## config.mk

```make
export PLATFORM = sky130hd
export DESIGN_NAME = led_sweep_wb
export DESIGN_NICKNAME = d
export VERILOG_FILES = /design/src/rtl/led_sweep_pkg.sv /design/src/rtl/led_tick_div.sv /design/src/rtl/led_sweep_wb.sv
export SDC_FILE = /design/constraint.sdc
export NUM_CORES = 1
export LEC_CHECK = 0
export ABC_AREA = 1
export CORE_UTILIZATION = 38
export DETAILED_ROUTE_END_ITERATION = 10
export GPL_TIMING_DRIVEN = 0
export PLACE_DENSITY = 0.66
export SLEW_MARGIN = 0
export SYNTH_ARGS = -nofsm -noshare
export SYNTH_HDL_FRONTEND = slang
export SYNTH_SLANG_ARGS = --single-unit
```

## constraint.sdc

```tcl
create_clock -name i_clk -period 2.9 [get_ports i_clk]
set_clock_uncertainty 0.1 [all_clocks]
set_input_delay 0.725 -clock i_clk [delete_from_list [all_inputs] [get_ports i_clk]]
set_output_delay 0.725 -clock i_clk [all_outputs]
set_load 0.01 [all_outputs]
```

## src/rtl/led_sweep_pkg.sv

```systemverilog
// rtl/led_sweep_pkg.sv - register map, mode encodings and state type for the LED sweeper
package led_sweep_pkg;

   localparam logic [1:0] ADDR_CTRL   = 2'd0;
   localparam logic [1:0] ADDR_DIV    = 2'd1;
   localparam logic [1:0] ADDR_LOOPS  = 2'd2;
   localparam logic [1:0] ADDR_STATUS = 2'd3;

   localparam logic [1:0] MODE_STOP    = 2'd0;
   localparam logic [1:0] MODE_ONESHOT = 2'd1;
   localparam logic [1:0] MODE_LOOP    = 2'd2;

   typedef enum logic [1:0] {
      S_IDLE = 2'd0,
      S_UP   = 2'd1,
      S_DOWN = 2'd2
   } state_t;

   localparam int STAT_BUSY     = 0;
   localparam int STAT_DIR      = 1;
   localparam int STAT_DONE     = 2;
   localparam int STAT_POS_LSB  = 3;
   localparam int STAT_PASS_LSB = 8;

   // Encoding 3 is deliberately not a run mode: it behaves as STOP.
   function automatic logic is_run_mode(input logic [1:0] m);
      return (m == MODE_ONESHOT) || (m == MODE_LOOP);
   endfunction

endpackage

```

## src/rtl/led_tick_div.sv

```systemverilog
// rtl/led_tick_div.sv - reloadable 16-bit down-counter producing one tick per reload period
module led_tick_div (
   input  logic        clk,
   input  logic        rst,
   input  logic        en,
   input  logic        load,
   input  logic [15:0] reload,
   output logic        tick
);

   logic [15:0] count;

   assign tick = en && (count == 16'd0);

   always_ff @(posedge clk or posedge rst) begin
      if (rst) begin
         count <= 16'd0;
      end else if (load || tick) begin
         count <= reload;
      end else if (en) begin
         count <= count - 16'd1;
      end
   end

endmodule

```

## src/rtl/led_sweep_wb.sv

```systemverilog
// rtl/led_sweep_wb.sv - Wishbone-pipelined slave sweeping a one-hot LED up and back down
module led_sweep_wb #(
   parameter int NLEDS   = 8,
   parameter int DEF_DIV = 2,
   parameter int PW      = $clog2(NLEDS)
) (
   input  logic             i_clk,
   input  logic             i_reset,
   input  logic             i_cyc,
   input  logic             i_stb,
   input  logic             i_we,
   input  logic [1:0]       i_addr,
   input  logic [15:0]      i_data,
   output logic             o_stall,
   output logic             o_ack,
   output logic [15:0]      o_data,
   output logic [NLEDS-1:0] o_led
);
   import led_sweep_pkg::*;

   localparam logic [PW-1:0] POS_TOP = PW'(NLEDS - 1);

   state_t      state, state_nxt;
   logic [PW-1:0] pos, pos_nxt;
   logic [7:0]  pass_cnt, pass_nxt, pass_inc;
   logic        done, done_nxt;
   logic [1:0]  mode;
   logic [15:0] div;
   logic [7:0]  loops;
   logic        tick, busy, accept, ctrl_wr, start;
   logic [4:0]  pos5;
   logic [15:0] status, rd_data;
   logic        unused;

   // Bus cycle framing carries no information for a single-beat slave.
   assign unused = i_cyc;

   assign busy    = (state != S_IDLE);
   assign o_stall = i_we && (i_addr == ADDR_CTRL) && is_run_mode(i_data[1:0]) && busy;
   assign accept  = i_stb && !o_stall;
   assign ctrl_wr = accept && i_we && (i_addr == ADDR_CTRL);
   assign start   = ctrl_wr && is_run_mode(i_data[1:0]);
   assign o_led   = busy ? (NLEDS'(1) << pos) : '0;

   led_tick_div u_tick_div (
      .clk    (i_clk),
      .rst    (i_reset),
      .en     (busy),
      .load   (start),
      .reload (div),
      .tick   (tick)
   );

   always_comb begin
      state_nxt = state;
      pos_nxt   = pos;
      pass_nxt  = pass_cnt;
      done_nxt  = done;
      pass_inc  = (pass_cnt == 8'hff) ? pass_cnt : pass_cnt + 8'd1;
      // A CTRL write always wins over a coincident tick.
      if (ctrl_wr) begin
         pass_nxt  = 8'd0;
         done_nxt  = 1'b0;
         pos_nxt   = '0;
         state_nxt = start ? S_UP : S_IDLE;
      end else if (tick) begin
         unique case (state)
            S_UP: begin
               if (pos == POS_TOP) begin
                  state_nxt = S_DOWN;
                  pos_nxt   = pos - 1'b1;
               end else begin
                  pos_nxt = pos + 1'b1;
               end
            end
            S_DOWN: begin
               if (pos != '0) begin
                  pos_nxt = pos - 1'b1;
               end else begin
                  pass_nxt = pass_inc;
                  if ((mode == MODE_ONESHOT) ||
                      ((loops != 8'd0) && (({1'b0, pass_cnt} + 9'd1) >= {1'b0, loops}))) begin
                     state_nxt = S_IDLE;
                     done_nxt  = 1'b1;
                  end else begin
                     state_nxt = S_UP;
                     pos_nxt   = PW'(1);
                  end
               end
            end
            default: ;
         endcase
      end
   end

   always_comb begin
      pos5 = '0;
      pos5[PW-1:0] = pos;
      status = '0;
      status[STAT_BUSY] = busy;
      status[STAT_DIR]  = (state == S_DOWN);
      status[STAT_DONE] = done;
      status[STAT_POS_LSB +: 5]  = pos5;
      status[STAT_PASS_LSB +: 8] = pass_cnt;
      case (i_addr)
         ADDR_CTRL:  rd_data = {14'd0, mode};
         ADDR_DIV:   rd_data = div;
         ADDR_LOOPS: rd_data = {8'd0, loops};
         default:    rd_data = status;
      endcase
   end

   always_ff @(posedge i_clk or posedge i_reset) begin
      if (i_reset) begin
         state    <= S_IDLE;
         pos      <= '0;
         pass_cnt <= 8'd0;
         done     <= 1'b0;
         mode     <= MODE_STOP;
         div      <= 16'(DEF_DIV);
         loops    <= 8'd0;
         o_ack    <= 1'b0;
         o_data   <= 16'd0;
      end else begin
         state    <= state_nxt;
         pos      <= pos_nxt;
         pass_cnt <= pass_nxt;
         done     <= done_nxt;
         o_ack    <= accept;
         if (accept) begin
            o_data <= rd_data;
         end
         if (accept && i_we) begin
            case (i_addr)
               ADDR_CTRL:  mode  <= i_data[1:0];
               ADDR_DIV:   div   <= i_data;
               ADDR_LOOPS: loops <= i_data[7:0];
               default: ;
            endcase
         end
      end
   end

endmodule

```

==> summary.md <==
| Metric | Value |
|---|---|
| Final Hold Fails | `0` |
| Final WL | `10.46 mm` |
| Ports | `49` |
| Core ar. | `around 0.010 mm2` |
| Max Buffers Root-to-Sink | `2` |
| Least-Margin Pin Slew | `around 0.46 ns` |
| Fin crit share | `0.9678` |
| Crit start category | `input port` |
| Final RePlAce weighted congestion | `0.9143` |
| # DRC | `0` |
| DIE AREA | `approximately 0.011 mm2` |
| Async S/R FF share, synth | `1.000` |
| Post-synthesis cell type count | `36` |
| Register area | `0.001829 mm2` |
| Clk pwr share | `0.209` |
| Final nets | `about 620` |
| Sw Ratio | `0.3948` |
| Largest net degree at the start of global routing | `74` |
| Post-Syn Nets | `560` |
| Commonest cells after routing, fill and taps aside | `nand2_1, dfrtp_1, inv_1, nor2_1, clkdlybuf4s50_1` |
| Share of post-route cells with drive strength above 1 | `0.09898` |
| Net switching power | `roughly 0.0015 W` |
| Post-DP HPWL | `around 8.0 mm` |
| Post-synth EDFFs | `0` |
| H-Tree Depth | `3` |
| Worst EP required | `around 2.1 ns` |
| Pleak | `2.466 nW` |
| RSZ-0062 raised after global routing | `no` |
| Initial antenna violation count | `0` |
| Rel. slew slack | `0.6909` |
| Setup crit end kind | `output port` |
| Die H | `105.9 um` |
| Leading cell type in the layout, fill and taps excluded | `nand2_1` |
| Syn Area/Cell | `7.923 um2` |
| Peak Freq | `roughly 0.36 GHz` |
| Clk Latency, worst-skew pair | `between 0.3 and 0.4 ns` |
| Total CTS buffers | `9` |
| Total GRT Usage | `0.2012` |
| Clock sinks | `73` |
| Area delta synth->final | `22.56%` |
| Global route overflow | `0` |
| DR WL/cell | `about 14 um` |
| Initial drt markers | `267` |
| Routed vias | `3,638` |
| Row count | `37` |
| Post-CTS Hold Buffers | `0` |
| Max-slew violation count | `0` |
| Ant diodes | `0` |
| First-pass GRT wire length | `17.49 mm` |
| Flops & latches, synth | `73` |
| Fin crit period | `about 2.8 ns` |
| Root Driver | `clkbuf_8` |
| Worst vdd ir | `~330 uV` |
| Synth warn | `0` |
| Main flop type after synthesis | `dfrtp_1` |
| Via-to-Cell Ratio | `just over 5` |
| Total negative slack | `0 ns` |
| Hold Worst Slack | `0.3797 ns` |
| Biggest fanout along the worst timing path | `3` |
| Final setup viols | `0` |
| Synthesized instance count | `518` |
| Pre-antenna DRT Iters | `5` |
| Clock-pin slew of the registers on the worst-case setup and hold paths | `roughly 0.070 ns` |
| Combinational group share of total power | `0.399` |
| Synthesized cell area | `0.004104 mm2` |
| CP arrival | `~2 ns` |
| WS Path Type | `input port to output port` |
| Vias in the first global route | `around 3,500` |
| Internal Pwr Total | `around 0.0023 W` |
| Sequential Power Share | `0.392` |
| Cell area power density | `between 700 and 800 mW/mm2` |
| Status | `finished clean` |
| Chip width | `105.9 um` |
| Max-cap violations | `0` |
| Seq/Total Area, Yosys | `0.4454` |
| Input/output buffers | `47` |
| Initial Util | `0.3940` |
| CTS tree | `done` |
| Post-layout util | `0.4829` |
| Post-DRT Antenna Nets | `0` |
| Worst hold path class | `flip-flop to flip-flop` |
| Fillers | `slightly above 1,000` |
| Multi-input gate area | `between 0.0015 and 0.002 mm2` |
==> Yosys cell counts, types with 2 or more instances <==
cell / instances / share of area
clkbuf_1: 6 / 0.0055
nand2_2: 3 / 0.0046
ha_1: 19 / 0.058
nand4_1: 2 / 0.0030
nor2_2: 2 / 0.0030
buf_2: 4 / 0.0049
xnor2_1: 5 / 0.011
inv_1: 70 / 0.064
nor3_1: 9 / 0.011
xor2_1: 13 / 0.028
nand2_1: 137 / 0.13
o21ai_1: 2 / 0.0024
a31oi_1: 7 / 0.011
inv_2: 4 / 0.0037
dfrtp_1: 72 / 0.44
buf_6: 2 / 0.0055
o22ai_1: 6 / 0.0091
nor4_1: 3 / 0.0046
nand3_2: 3 / 0.0073
mux2_2: 4 / 0.011
nand2_4: 2 / 0.0055
o211ai_1: 10 / 0.018
o21ai_0: 37 / 0.045
a21oi_1: 17 / 0.021
nor2_1: 44 / 0.040
nand3_1: 25 / 0.030
==> area by class of cell <==
type,instances,share of cell area
timing repair buffer,54,0.1080
inverter,74,0.05647
multi-input combinational,358,0.3858
sequential,73,0.3637
buffer,12,0.01368
clock inverter,5,0.01119
tap,136,0.03383
clock buffer,10,0.02736
==> path summary, 6_finish.rpt <==
check,from,cells past startpoint,to,slack [ns]
worst max-delay path,i_addr[1],7,o_stall,0.09
worst min-delay path,pass_cnt[7],2,pass_cnt[7],0.38
worst max register to register,pass_cnt[1],19,pos[2],0.26
worst min register to register,pass_cnt[7],2,pass_cnt[7],0.38
max in group asynchronous,i_reset,3,div[1],1.67
min in group asynchronous,i_reset,3,u_tick_div.count[7],0.69
==> through the flow <==
stage	instance area, um2	total power (W)	setup WS, ns	instances
2_1_floorplan	4104	0.002487	0.2234	518
3_3_place_gp	4745	0.002928	-1.017	701
5_1_grt	5030	0.004126	0.008183	722
4_1_cts	5002	0.003820	0.06002	719
3_5_place_dp	4775	0.002974	-0.2195	702
6_report	5030	0.003837	0.09325	722
==> layer usage <==
metal	part of all wire	GRT usage
met1	0.46	0.2784
met2	0.46	0.3039
met3	0.061	0.04598
met4	0.022	0.08234
met5	0	0
==> power groups by stage <==
stage / logic [W] / clock network, W / registers (W)
2_1_floorplan: 0.00102 / 0 / 0.00147
5_1_grt: 0.00173 / 0.000858 / 0.00154
3_5_place_dp: 0.00146 / 0 / 0.00152
4_1_cts: 0.00150 / 0.000816 / 0.00150
6_report: 0.00153 / 0.000802 / 0.00150
3_3_place_gp: 0.00142 / 0 / 0.00151
==> flip-flops by register name, indices dropped and copies added (netlist names) <==
name and cells:
pass_cnt 8, pos 3, loops 8, div 16, o_data 16, u_tick_div.count 16, state 2, o_ack 1
done 1, mode 2
==> cells by family (layout without fill, tap and decap cells) <==
logic type,Yosys count,in the layout,share of synthesized area
AO/OA/AOI/OAI,82,82,0.1134
buffers and inverters,87,155,0.08536
XOR/XNOR,18,18,0.03841
flip-flops,73,73,0.4454
adder cells (fa/ha/maj),19,19,0.05793
AND/OR/NAND/NOR,235,235,0.2485
multiplexers,4,4,0.01097
==> repair_timing <==
item / in CTS / in global routing
resized for setup: 8 / 2
hold endpoints to repair: 0 / 0
pin swaps: 1 / 0
setup endpoints to repair: 9 / 5
setup buffers: 3 / 3
==> critical path, stage by stage <==
cell	delay (ns)
clkdlybuf4s50_1	0.47
inv_1	0.11
nand2_2	0.09
nor2_4	0.14
nand3_2	0.11
inv_1	0.07
dlygate4sd2_1	0.26
Note: power is estimated with default switching activity, not from simulation.
